### src/rtl/prog_loader_if.sv
`default_nettype none
//==============================================================================
// Module      : prog_loader_if
// Description : Byte-stream input and instruction-memory write port of the
//               boot program loader, plus its boot status outputs.
// Revision    : 1.0 - initial release
//==============================================================================
interface prog_loader_if #(
    parameter int ADDR_WIDTH = 16
);
    logic [7:0]            rx_data;
    logic                  rx_valid;
    logic                  rx_ready;
    logic [ADDR_WIDTH-1:0] mem_addr;
    logic [31:0]           mem_wdata;
    logic                  mem_wr;
    logic                  cpu_reset;
    logic                  done;
    logic                  error;

    // Byte source / observer side
    modport master (
        output rx_data, rx_valid,
        input  rx_ready, mem_addr, mem_wdata, mem_wr, cpu_reset, done, error
    );

    // Loader side
    modport slave (
        input  rx_data, rx_valid,
        output rx_ready, mem_addr, mem_wdata, mem_wr, cpu_reset, done, error
    );
endinterface
`default_nettype wire

### src/rtl/prog_loader.sv
`default_nettype none
//==============================================================================
// Module      : prog_loader
// Description : Loads a length-prefixed, XOR-checksummed byte image into
//               instruction memory and holds the CPU in reset until verified.
// Revision    : 1.0 - initial release
//==============================================================================
module prog_loader #(
    parameter int ADDR_WIDTH = 16,
    parameter int BASE_ADDR  = 0
) (
    input  wire             clk,
    input  wire             reset,
    prog_loader_if.slave    bus
);

    typedef enum logic [2:0] {
        S_LEN_LO = 3'd0,
        S_LEN_HI = 3'd1,
        S_DATA   = 3'd2,
        S_CSUM   = 3'd3,
        S_DONE   = 3'd4,
        S_ERROR  = 3'd5
    } state_t;

    localparam logic [ADDR_WIDTH-1:0] c_base_addr = ADDR_WIDTH'(BASE_ADDR);
    // Largest word count that fits between BASE_ADDR and the top of memory
    localparam logic [32:0] c_max_words =
        33'((64'd1 << (ADDR_WIDTH - 2)) - 64'(BASE_ADDR / 4));

    state_t                r_state;
    state_t                w_state_next;

    logic [15:0]           r_len;
    logic [15:0]           r_word_idx;
    logic [1:0]            r_lane;
    logic [23:0]           r_shift;
    logic [7:0]            r_xor;

    logic                  r_rx_ready;
    logic                  r_mem_wr;
    logic [ADDR_WIDTH-1:0] r_mem_addr;
    logic [31:0]           r_mem_wdata;
    logic                  r_cpu_reset;
    logic                  r_done;
    logic                  r_error;

    logic                  w_xfer;
    logic [15:0]           w_len_full;
    logic                  w_len_too_big;
    logic                  w_last_word;
    logic                  w_word_end;
    logic [ADDR_WIDTH-1:0] w_word_addr;

    assign w_xfer        = bus.rx_valid && r_rx_ready;
    assign w_len_full    = {bus.rx_data, r_len[7:0]};
    assign w_len_too_big = {17'd0, w_len_full} > c_max_words;
    assign w_last_word   = (r_word_idx == (r_len - 16'd1));
    assign w_word_end    = (r_lane == 2'd3);
    assign w_word_addr   = c_base_addr + ADDR_WIDTH'({r_word_idx, 2'b00});

    //--------------------------------------------------------------------------
    // State register
    //--------------------------------------------------------------------------
    always_ff @(posedge clk or posedge reset) begin
        if (reset) begin
            r_state <= S_LEN_LO;
        end else begin
            r_state <= w_state_next;
        end
    end

    //--------------------------------------------------------------------------
    // Next-state logic
    //--------------------------------------------------------------------------
    always_comb begin
        w_state_next = r_state;
        case (r_state)
            S_LEN_LO: begin
                if (w_xfer) begin
                    w_state_next = S_LEN_HI;
                end
            end
            S_LEN_HI: begin
                if (w_xfer) begin
                    if (w_len_too_big) begin
                        w_state_next = S_ERROR;
                    end else if (w_len_full == 16'd0) begin
                        w_state_next = S_CSUM;
                    end else begin
                        w_state_next = S_DATA;
                    end
                end
            end
            S_DATA: begin
                if (w_xfer && w_word_end && w_last_word) begin
                    w_state_next = S_CSUM;
                end
            end
            S_CSUM: begin
                if (w_xfer) begin
                    w_state_next = (bus.rx_data == r_xor) ? S_DONE : S_ERROR;
                end
            end
            S_DONE:  w_state_next = S_DONE;
            S_ERROR: w_state_next = S_ERROR;
            default: w_state_next = S_LEN_LO;
        endcase
    end

    //--------------------------------------------------------------------------
    // Datapath and registered outputs; status flags follow the next state so
    // they change in the cycle after the deciding transfer.
    //--------------------------------------------------------------------------
    always_ff @(posedge clk or posedge reset) begin
        if (reset) begin
            r_len       <= 16'd0;
            r_word_idx  <= 16'd0;
            r_lane      <= 2'd0;
            r_shift     <= 24'd0;
            r_xor       <= 8'd0;
            r_rx_ready  <= 1'b1;
            r_mem_wr    <= 1'b0;
            r_mem_addr  <= c_base_addr;
            r_mem_wdata <= 32'd0;
            r_cpu_reset <= 1'b1;
            r_done      <= 1'b0;
            r_error     <= 1'b0;
        end else begin
            r_rx_ready  <= (w_state_next != S_DONE) && (w_state_next != S_ERROR);
            r_done      <= (w_state_next == S_DONE);
            r_error     <= (w_state_next == S_ERROR);
            r_cpu_reset <= (w_state_next != S_DONE);
            r_mem_wr    <= 1'b0;

            if (w_xfer) begin
                case (r_state)
                    S_LEN_LO: begin
                        r_len[7:0] <= bus.rx_data;
                        r_xor      <= r_xor ^ bus.rx_data;
                    end
                    S_LEN_HI: begin
                        r_len[15:8] <= bus.rx_data;
                        r_xor       <= r_xor ^ bus.rx_data;
                    end
                    S_DATA: begin
                        r_xor  <= r_xor ^ bus.rx_data;
                        r_lane <= r_lane + 2'd1;
                        case (r_lane)
                            2'd0: r_shift[7:0]   <= bus.rx_data;
                            2'd1: r_shift[15:8]  <= bus.rx_data;
                            2'd2: r_shift[23:16] <= bus.rx_data;
                            default: begin
                                r_mem_wdata <= {bus.rx_data, r_shift};
                                r_mem_addr  <= w_word_addr;
                                r_mem_wr    <= 1'b1;
                                r_word_idx  <= r_word_idx + 16'd1;
                            end
                        endcase
                    end
                    default: ;
                endcase
            end
        end
    end

    assign bus.rx_ready  = r_rx_ready;
    assign bus.mem_wr    = r_mem_wr;
    assign bus.mem_addr  = r_mem_addr;
    assign bus.mem_wdata = r_mem_wdata;
    assign bus.cpu_reset = r_cpu_reset;
    assign bus.done      = r_done;
    assign bus.error     = r_error;

endmodule
`default_nettype wire
### src/flat_wrapper.sv
// flat-port wrapper written by rule: the top's interface ports become plain ports
module prog_loader_flat 
#(
    parameter int ADDR_WIDTH = 16,
    parameter int BASE_ADDR  = 0
)
  (clk, reset, bus_rx_data, bus_rx_valid, bus_rx_ready, bus_mem_addr, bus_mem_wdata, bus_mem_wr, bus_cpu_reset, bus_done, bus_error);
  prog_loader_if #(.ADDR_WIDTH(ADDR_WIDTH)) bus_i ();
  input  wire clk;
  input  wire reset;
  input wire logic [$bits(bus_i.rx_data)-1:0] bus_rx_data;
  input wire logic [$bits(bus_i.rx_valid)-1:0] bus_rx_valid;
  output wire logic [$bits(bus_i.rx_ready)-1:0] bus_rx_ready;
  output wire logic [$bits(bus_i.mem_addr)-1:0] bus_mem_addr;
  output wire logic [$bits(bus_i.mem_wdata)-1:0] bus_mem_wdata;
  output wire logic [$bits(bus_i.mem_wr)-1:0] bus_mem_wr;
  output wire logic [$bits(bus_i.cpu_reset)-1:0] bus_cpu_reset;
  output wire logic [$bits(bus_i.done)-1:0] bus_done;
  output wire logic [$bits(bus_i.error)-1:0] bus_error;
  assign bus_i.rx_data = bus_rx_data;
  assign bus_i.rx_valid = bus_rx_valid;
  assign bus_rx_ready = bus_i.rx_ready;
  assign bus_mem_addr = bus_i.mem_addr;
  assign bus_mem_wdata = bus_i.mem_wdata;
  assign bus_mem_wr = bus_i.mem_wr;
  assign bus_cpu_reset = bus_i.cpu_reset;
  assign bus_done = bus_i.done;
  assign bus_error = bus_i.error;
  prog_loader #(.ADDR_WIDTH(ADDR_WIDTH), .BASE_ADDR(BASE_ADDR)) u_core (.clk(clk), .reset(reset), .bus(bus_i));
endmodule
### config.mk
export PLATFORM = sky130hd
export DESIGN_NAME = prog_loader_flat
export DESIGN_NICKNAME = d
export VERILOG_FILES = /design/src/rtl/prog_loader_if.sv /design/src/rtl/prog_loader.sv /design/src/flat_wrapper.sv
export SDC_FILE = /design/constraint.sdc
export NUM_CORES = 1
export LEC_CHECK = 0
export ABC_AREA = 1
export CORE_UTILIZATION = 50
export DETAILED_ROUTE_END_ITERATION = 6
export HOLD_SLACK_MARGIN = 0.12
export PLACE_DENSITY = 0.75
export SLEW_MARGIN = 5
export SYNTH_ARGS = -nofsm -noshare
export SYNTH_HDL_FRONTEND = slang
export SYNTH_SLANG_ARGS = --single-unit
### constraint.sdc
create_clock -name clk -period 3.4 [get_ports clk]
set_clock_uncertainty 0.15 [all_clocks]
set_input_delay 0.34 -clock clk [delete_from_list [all_inputs] [get_ports clk]]
set_output_delay 0.34 -clock clk [all_outputs]
set_load 0.05 [all_outputs]
==> impl.org, run 1 <==
** Outcome
- Run status :: complete, but fails checks
- Violations in the final reports :: design-rule violations

** Worst hold path
- The startpoint identified for the worst hold timing path is u_core.bus.mem_wdata[3].
- The path class of the tightest hold or removal check is flop to flop.
- Hold Crit Endpoint :: u_core.bus.mem_wdata[3]
- The worst hold path was traced through 2 stages.

** Power and ir drop
- PwrDens :: 481.6 nW/um^2
- Power comes to 0.003246 W.
- Across the VDD grid, the largest voltage drop is 0.3589 mV.
- Leak Pwr :: 3.465 nW

** Clocking
- Clock insertion delay at the later pin of the skew report :: 0.53 ns
- Once the clock tree was built, the resizer swapped 0 gates to a different size.
- Post-CTS setup buffers :: 0
- The longest clock path from root to sink contains 2 buffers.
- For this design, the sink count on the clock tree is 120.
- After clock tree synthesis, the clock-pin slew on the worst setup and hold paths is 0.06 ns.
- After clock tree synthesis, the flow added hold-fix buffers numbering 1.
- CTS HTree Levels :: 4
- Root Buffer :: clkbuf_8
- The number of clock buffers added by TritonCTS is 17.
- TritonCTS clock tree :: yes

** Routing
- The count of nets left with antenna violations once routing finished came out at 0.
- Detailed-route via count :: 4242
- Before antenna repair, the detailed router went through 7 iterations.
- DRC violation count after routing :: 2
- Initial drt markers :: 281
- Via density per instance :: 5.044
- Routed len/inst :: 13.53 um
- After detailed routing, the total wire length is 11380 um.

** Finish
- Count of filler cells inserted in the layout :: 846
- Fraction of final layout cells with drive strength greater than 1 :: 0.08085
- Non-filler cells, final :: 841
- The multi-input combinational cells in the finished layout cover a total of 2113 sq um.
- Post-layout instance area :: 6739 sq um
- Number of nets in the final layout :: 709
- Most frequent cells in the layout :: nand2_1 (232), dfrtp_1 (118), o21ai_0 (71), clkdlybuf4s50_1 (61), inv_1 (52)
- FF+latch area :: 3005 sq um
- Most common cell after layout, fill and taps aside :: nand2_1
- The area growth from synthesis to layout is 24.79%.
- For this run, the share of the core covered by cells in the final layout is 0.6470.
- The repair_antennas step left the layout with diodes totalling 0.

** Flow run
- Across the run, the number of max-cap violations was 0.

** Synth
- Mapped Area :: 5400 sq um
- After synthesis the netlist holds a flip-flop and latch count of 120.
- For this run, asynchronously set or reset flops after synthesis account for 1.000.
- Number of instances in the synthesized netlist :: 625
- Seq/Total Area, Yosys :: 0.5565
- Top FF cell, synth :: dfrtp_1
- For this run, the number of Yosys warnings is 0.
- After synthesis, the mean cell area works out to 8.640 sq um.
- Synthesis instantiated 29 different standard cells from the library.
- In this run, synthesis inferred 0 flip-flops with an integrated enable.

** Place
- Detailed placer's ending HPWL :: 7567 um
- Final weighted congestion in routability-driven placement :: 0.8365
- Total placed cells including tap cells :: 808
- IO Port Bufs :: 61
- Once placement finished, the instance area stood at 6145 sq um.

** Critical path
- CP max-delay cell :: clkdlybuf4s50_1
- The worst setup path is launched from a flop.
- The setup check on the worst reg-to-reg path leaves a slack of 1.11 ns.
- Source of the worst register-to-register timing path :: u_core.bus.rx_ready
- Critical path endpoint category :: output pin
- The worst setup path is of the flop to output pin kind.
- The worst register-to-register path ends at u_core.r_word_idx[12].
- Data arrives at the worst endpoint at 1.85 ns.
- Data on the critical path is required at its endpoint by 2.91 ns.
- Walking the worst path, the cells encountered are clkdlybuf4s50_1.
- In this design, the stage delay of the slowest critical-path cell is 0.79 ns.
- Buffering stage count on the worst path with inverters included :: 1
- R2R depth :: 8
- In this run the number of cells on the critical path is 1.
- Maximum fanout count along the critical path :: 2
- Cell family with most CP delay :: buffers and inverters

** STA
- At the pin with the least slew margin, the transition time is 0.6218 ns.
- Final TNS setup :: 0 ns
- Number of failing setup endpoints in the final timing report :: 0
- The number of slew-limit violations in the final report is 0.
- The worst pin sits at a relative slew slack of 0.5846.
- Final worst path period share :: 0.6886
- Maximum clock frequency :: 427.1 MHz
- Setup repair after global routing left no endpoint under its margin.
- Final hold vios :: 0
- Subtracting the final worst setup slack from the clock period gives 2.341 ns.

** Global routing
- Total GRT Usage :: 0.2235
- The first global-routing pass estimated 19320 um of wire.
- After global routing the overflow that remains totals 0.
- Number of global-route vias before repair :: 4137
- Largest net degree at the start of global routing :: 94
- Initial antenna violation count :: 0

** Floorplan
- 64 I/O pins were placed.
- Measured along the x axis, the die boundary spans 105.9 um.
- The core region is 10420 sq um.
- Die area :: 11220 sq um
- Die span in y :: 105.9 um
- In this run the core area contains 37 standard-cell rows.
- The initial utilization of the core area, before any placement, comes to 0.5184.
metrics by stage:
stage	hold slack [ns]	setup WS (ns)
after global placement	0.3056	0.8718
after CTS	0.3232	1.039
after floorplan	0.2994	1.365
after detailed placement	0.3081	0.8188
final	0.3176	1.059
after global routing	0.3462	0.9328
cells in the mapped netlist (2+ instances only):
cell type | count | area, sq um
nor3_1 | 6 | 30.03
nand3_1 | 23 | 115.1
dfstp_2 | 2 | 52.55
nor2_2 | 7 | 43.79
buf_1 | 3 | 11.26
nand2_2 | 2 | 12.51
nand4_1 | 3 | 18.77
dfrtp_1 | 118 | 2953
inv_2 | 2 | 7.510
ha_1 | 6 | 75.07
xnor2_1 | 9 | 78.83
clkbuf_1 | 10 | 37.54
a21oi_1 | 5 | 25.02
nand2_1 | 232 | 870.8
xor2_1 | 29 | 254.0
inv_1 | 53 | 198.9
o21ai_0 | 71 | 355.3
nor2_1 | 28 | 105.1
nor2_4 | 3 | 33.78
buf_4 | 2 | 15.01
buf_2 | 3 | 15.01
report_power, final:
part            total, W  switching, W  internal [W]
Sequential       0.00143             0       0.00143
Clock            0.00175      0.000658       0.00109
Combinational  0.0000712     0.0000539     0.0000174
kinds of logic after synthesis:
kind of cell               share of synthesized area
and+or+nand+nor                               0.2426
DFF                                           0.5565
AOI/OAI and AO/OA                            0.07183
buffers and inverters                        0.05283
xor gates and xnor gates                     0.06163
adders and majority gates                    0.01390
other                                      0.0006944
cell type report:
cell class / instances / share of cell area
clock buffers: 19 / 0.06554
inverters: 55 / 0.03119
flip-flops and latches: 120 / 0.4460
repair buffers: 65 / 0.09729
well taps: 136 / 0.02525
multi-input cells: 433 / 0.3136
clock inverters: 13 / 0.02117
how the worst max path moves through the flow:
stage	endpoint	slack, ns	startpoint
final	bus_rx_ready	1.06	u_core.bus.rx_ready
after global routing	u_core.bus.done	0.93	u_core.r_len[0]
after CTS	bus_rx_ready	1.04	u_core.bus.rx_ready
after detailed placement	u_core.r_word_idx[12]	0.82	bus_rx_valid
after global placement	u_core.r_word_idx[12]	0.87	bus_rx_valid
after floorplan	u_core.r_word_idx[12]	1.36	u_core.bus.rx_ready
flip-flops by register name, indices dropped and copies added, names as in the netlist:
signal	count
u_core.r_len	16
u_core.bus.done	1
u_core.r_state	3
u_core.bus.mem_addr	14
u_core.r_lane	2
u_core.bus.rx_ready	1
u_core.r_word_idx	16
u_core.bus.error	1
u_core.r_xor	8
u_core.bus.mem_wdata	32
u_core.bus.mem_wr	1
u_core.r_shift	24
u_core.bus.cpu_reset	1
per-layer routing:
layer  up-vias  part of all wire  global-route usage
li1       2087                 -                   -
met1      2032              0.45              0.2933
met2       105              0.49              0.3548
met3        18             0.043             0.04966
met4         0             0.016              0.1052
met5         -                 0                   0
Note: power is estimated with default switching activity, not from simulation.
==> inputs of run 2 (changes only) <==
Settings changed: PLACE_DENSITY 0.75 to 0.73.
Clock period 3.4 ns to 2.2 ns, I/O delays scaled along.
==> run 2 against run 1 <==
  * The flow now finishes without violations
  * Worst hold slack worse by 0.037 ns
  * Clock-buffer cell count is 2 higher
  * Clock power is 50% higher
  * Sequential power is 55% higher
  * Routed wire length is 3.9% higher
  * Via count is 2.1% higher
  * Register-to-register slack worse by 0.96 ns
  * Critical endpoint is now bus_mem_wdata[17]
  * Cell area is 2.0% higher
  * Critical path depth stayed put
  * Sequential share of layout area is 0.84 points lower
==> impl.org, run 2 (same netlist as run 1, synthesis figures left out) <==
** STA
- Number of failing setup endpoints in the final timing report :: 0 (unchanged)
- Of the available clock period, the critical path in the final layout requires 0.9484.
- Final period demand of the worst path :: 2.086 ns
- The worst relative slew slack was 0.6456 (+0.06104).
- Maximum clock frequency :: 479.3 MHz
- The transition at the pin with the smallest max-transition slack came to 0.5299 ns (-0.09192 ns).
- Number of max-slew violations in the final report :: 0 (unchanged)
- Slack of the critical path :: 0.1136 ns (-0.9453 ns)
- Final hold vios :: 0 (unchanged)

** Place
- Final weighted congestion in routability-driven placement :: 0.8356 (-0.11%)
- Total placed cells including tap cells :: 821 (+1.6%)
- The HPWL after detailed placement came to 7899 um (+4.4%).
- The number of port buffers was 61 (unchanged).
- The post-place instance area was 6255 sq um (+1.8%).
- Placement-stage worst setup slack :: 0.07640 ns (-0.7424 ns)

** Global routing
- Largest net degree at the start of global routing :: 81 (-14%)
- GR met2 Demand/Resource :: 0.3739 (+0.01914)
- The total global routing track utilization came to 0.2318 (+0.008297).
- Initial antenna violation count :: 0 (unchanged)
- The leftover overflow at the end of global routing was 0 (unchanged).
- Wire length of the first global-routing pass :: 20260 um (+4.9%)
- The met3 track demand over resource in global routing was 0.05089 (+0.001226).
- The number of global-route vias before repair is 4295 (+3.8%).
- The met1 track demand over resource was 0.3027 (+0.009353).
- The layer flagged by global routing as most heavily used is met2.

** Clocking
- Root Buffer :: clkbuf_8
- The number of buffers on the longest clock path is 2 (unchanged).
- The count of clock tree sinks is 120 (unchanged).
- TritonCTS built the clock tree.
- The number of buffers created by CTS is 17 (unchanged).
- CTS HTree Levels :: 4 (unchanged)
- The clock latency reported for the late side of the worst-skew pair was 0.52 ns (about the same).
- The clock-pin slew on the worst setup and hold paths was 0.06 ns (about the same).

** Worst hold path
- Startpoint of the lowest-slack hold path :: bus_rx_data[5]
- Min-delay worst type :: input pin to flop

** Routing
- Final Routed Wirelength :: 11830 um (+3.9%)
- Remaining antenna violation count :: 0 (unchanged)
- Via density per instance :: 5.065 (+0.43%)
- The average detailed-routed wire length per instance came to 13.83 um (+2.2%).
- The detailed-routing iteration count for the pre-antenna-repair pass was 5 (-2).
- The first-iteration detailed-routing DRC count is 222 (-21%).
- DRC violation count after routing :: 0 (-2)
- The via total after detailed routing was 4331 (+2.1%).

** Critical path
- The most critical setup path has its startpoint at u_core.bus.mem_wdata[17].
- The required time at the endpoint of the critical path was 1.83 ns (-1.08 ns).
- Maximum fanout count along the critical path :: 2 (unchanged)
- By startpoint and endpoint, the worst setup path is classified as flop to output pin.
- Buffering stage count on the worst path with inverters included :: 1 (unchanged)
- The startpoint identified for the worst register-to-register timing path is u_core.bus.rx_ready.
- R2R depth :: 6 (-2)
- Cell family with most CP delay :: buffers and inverters
- The count of cell instances traversed by the critical path is 1 (unchanged).
- Traced cell by cell, the critical path runs through clkdlybuf4s50_1.
- The slowest stage of the critical path is the clkdlybuf4s50_1 cell.
- STA classifies the critical path startpoint as a flop.
- Critical path destination :: bus_mem_wdata[17]
- The arrival time of data at the critical path endpoint came to 1.72 ns (-0.13 ns).
- R2R setup slack :: 0.15 ns (-0.96 ns)
- Reg-to-reg endpoint :: u_core.r_shift[21]
- Critical path endpoint category :: output pin
- Max stage delay on crit path :: 0.83 ns (+0.04 ns)

** Finish
- Antenna fix cells :: 0 (unchanged)
- Leaving out fill and tap cells, the most frequent cell in the layout is nand2_1.
- Count of filler cells inserted in the layout :: 842 (-0.47%)
- Compared with the post-synthesis result, the final layout area differs by 27.25%.
- Fraction of final layout cells with drive strength greater than 1 :: 0.1015 (+0.02068)
- The flip-flop count of the largest register, all copies and words added is 32 (unchanged).
- The number of nets in the layout is 723 (+2.0%).
- The library cells used most frequently in the layout, excluding fill and tap cells, are nand2_1 (231), dfrtp_1 (117), o21ai_0 (71), clkdlybuf4s50_1 (59), inv_1 (51).
- The post-route standard cell area excluding fillers is 6872 sq um (+2.0%).
- Non-filler cells, final :: 855 (+1.7%)

** Power and ir drop
- Leak Pwr :: 3.532 nW (+1.9%)
- The total power per unit cell area was 721.5 nW/um^2 (+50%).
- Worst vdd ir :: 0.3939 mV (+9.7%)

** Floorplan
- Die span in y :: 105.9 um (unchanged)
- Die area :: 11220 sq um (unchanged)
- The I/O pin count was 64 (unchanged).
- Initial core utilization :: 0.5184 (unchanged)
- Core region area :: 10420 sq um (unchanged)
- The number of standard-cell rows in the floorplan is 37 (unchanged).
- Floorplan die width :: 105.9 um (unchanged)

** Flow run
- Number of max-cap violations :: 0 (unchanged)

** Outcome
- Run status :: finished, final reports clean
## run 2: cell count changes in the layout (fill, tap and decap cells not counted), moves of 2 or more
cell | before | now
nor2_2 | 7 | 4
clkdlybuf4s50_1 | 61 | 59
inv_6 | 4 | 1
nor2_4 | 3 | 7
dlygate4sd2_1 | 0 | 2
clkbuf_1 | 0 | 3
buf_4 | 2 | 15
## run 2: worst register-to-register path, stage by stage (launching register included)
cell	delay, ns
dfstp_2	0.54
nand2_1	0.15
buf_4	0.20
nor3_4	0.27
nand2_1	0.34
nand2_1	0.16
o21ai_0	0.11
## run 2: layer usage
layer,vias up,share of wire
met3,25,0.048
met2,109,0.49
met1,2082,0.44
li1,2115,-
met4,0,0.022
met5,-,0
## run 2: cell type report
cell class | count | area, sq um | area share
Clock buffer | 21 | 439.2 | 0.06391
Clock inverter | 11 | 123.9 | 0.01803
Inverter | 55 | 210.2 | 0.03059
Multi-Input combinational cell | 433 | 2151 | 0.3130
Sequential cell | 120 | 3007 | 0.4375
Tap cell | 136 | 170.2 | 0.02476
Timing Repair Buffer | 79 | 770.7 | 0.1122
## run 2: worst min-delay path by stage
stage | endpoint | slack [ns] | depth (start not counted)
2_1_floorplan | u_core.r_xor[7] | 0.27 | 3
6_report | u_core.r_xor[5] | 0.28 | 4
4_1_cts | u_core.r_xor[5] | 0.27 | 4
5_1_grt | u_core.r_xor[7] | 0.31 | 4
3_3_place_gp | u_core.bus.mem_wdata[0] | 0.30 | 2
3_5_place_dp | u_core.bus.mem_wdata[7] | 0.31 | 2
## run 2: through the flow
step	power (W)	hold WS (ns)	utilization	setup TNS, ns
after floorplan	0.002309	0.2653	-	0
after global placement	0.002371	0.3022	0.6005	0
after detailed placement	0.002372	0.3076	0.6005	0
after CTS	0.004994	0.2731	0.6553	0
after global routing	0.005129	0.3065	0.6597	-0.08996
final	0.004958	0.2806	0.6597	0
## run 2: power breakdown
group          internal, W  leakage (nW)  switching [W]
clock network      0.00164         0.268       0.000987
logic            0.0000375          1.66      0.0000855
registers          0.00221          1.61              0
## run 2: what timing repair did
action	in CTS	in global routing
pin swaps	0	2
resized for setup	2	10
setup endpoints to repair	2	4
hold buffers	1	0
hold endpoints to repair	118	0
setup buffers	0	1
gates cloned	0	0
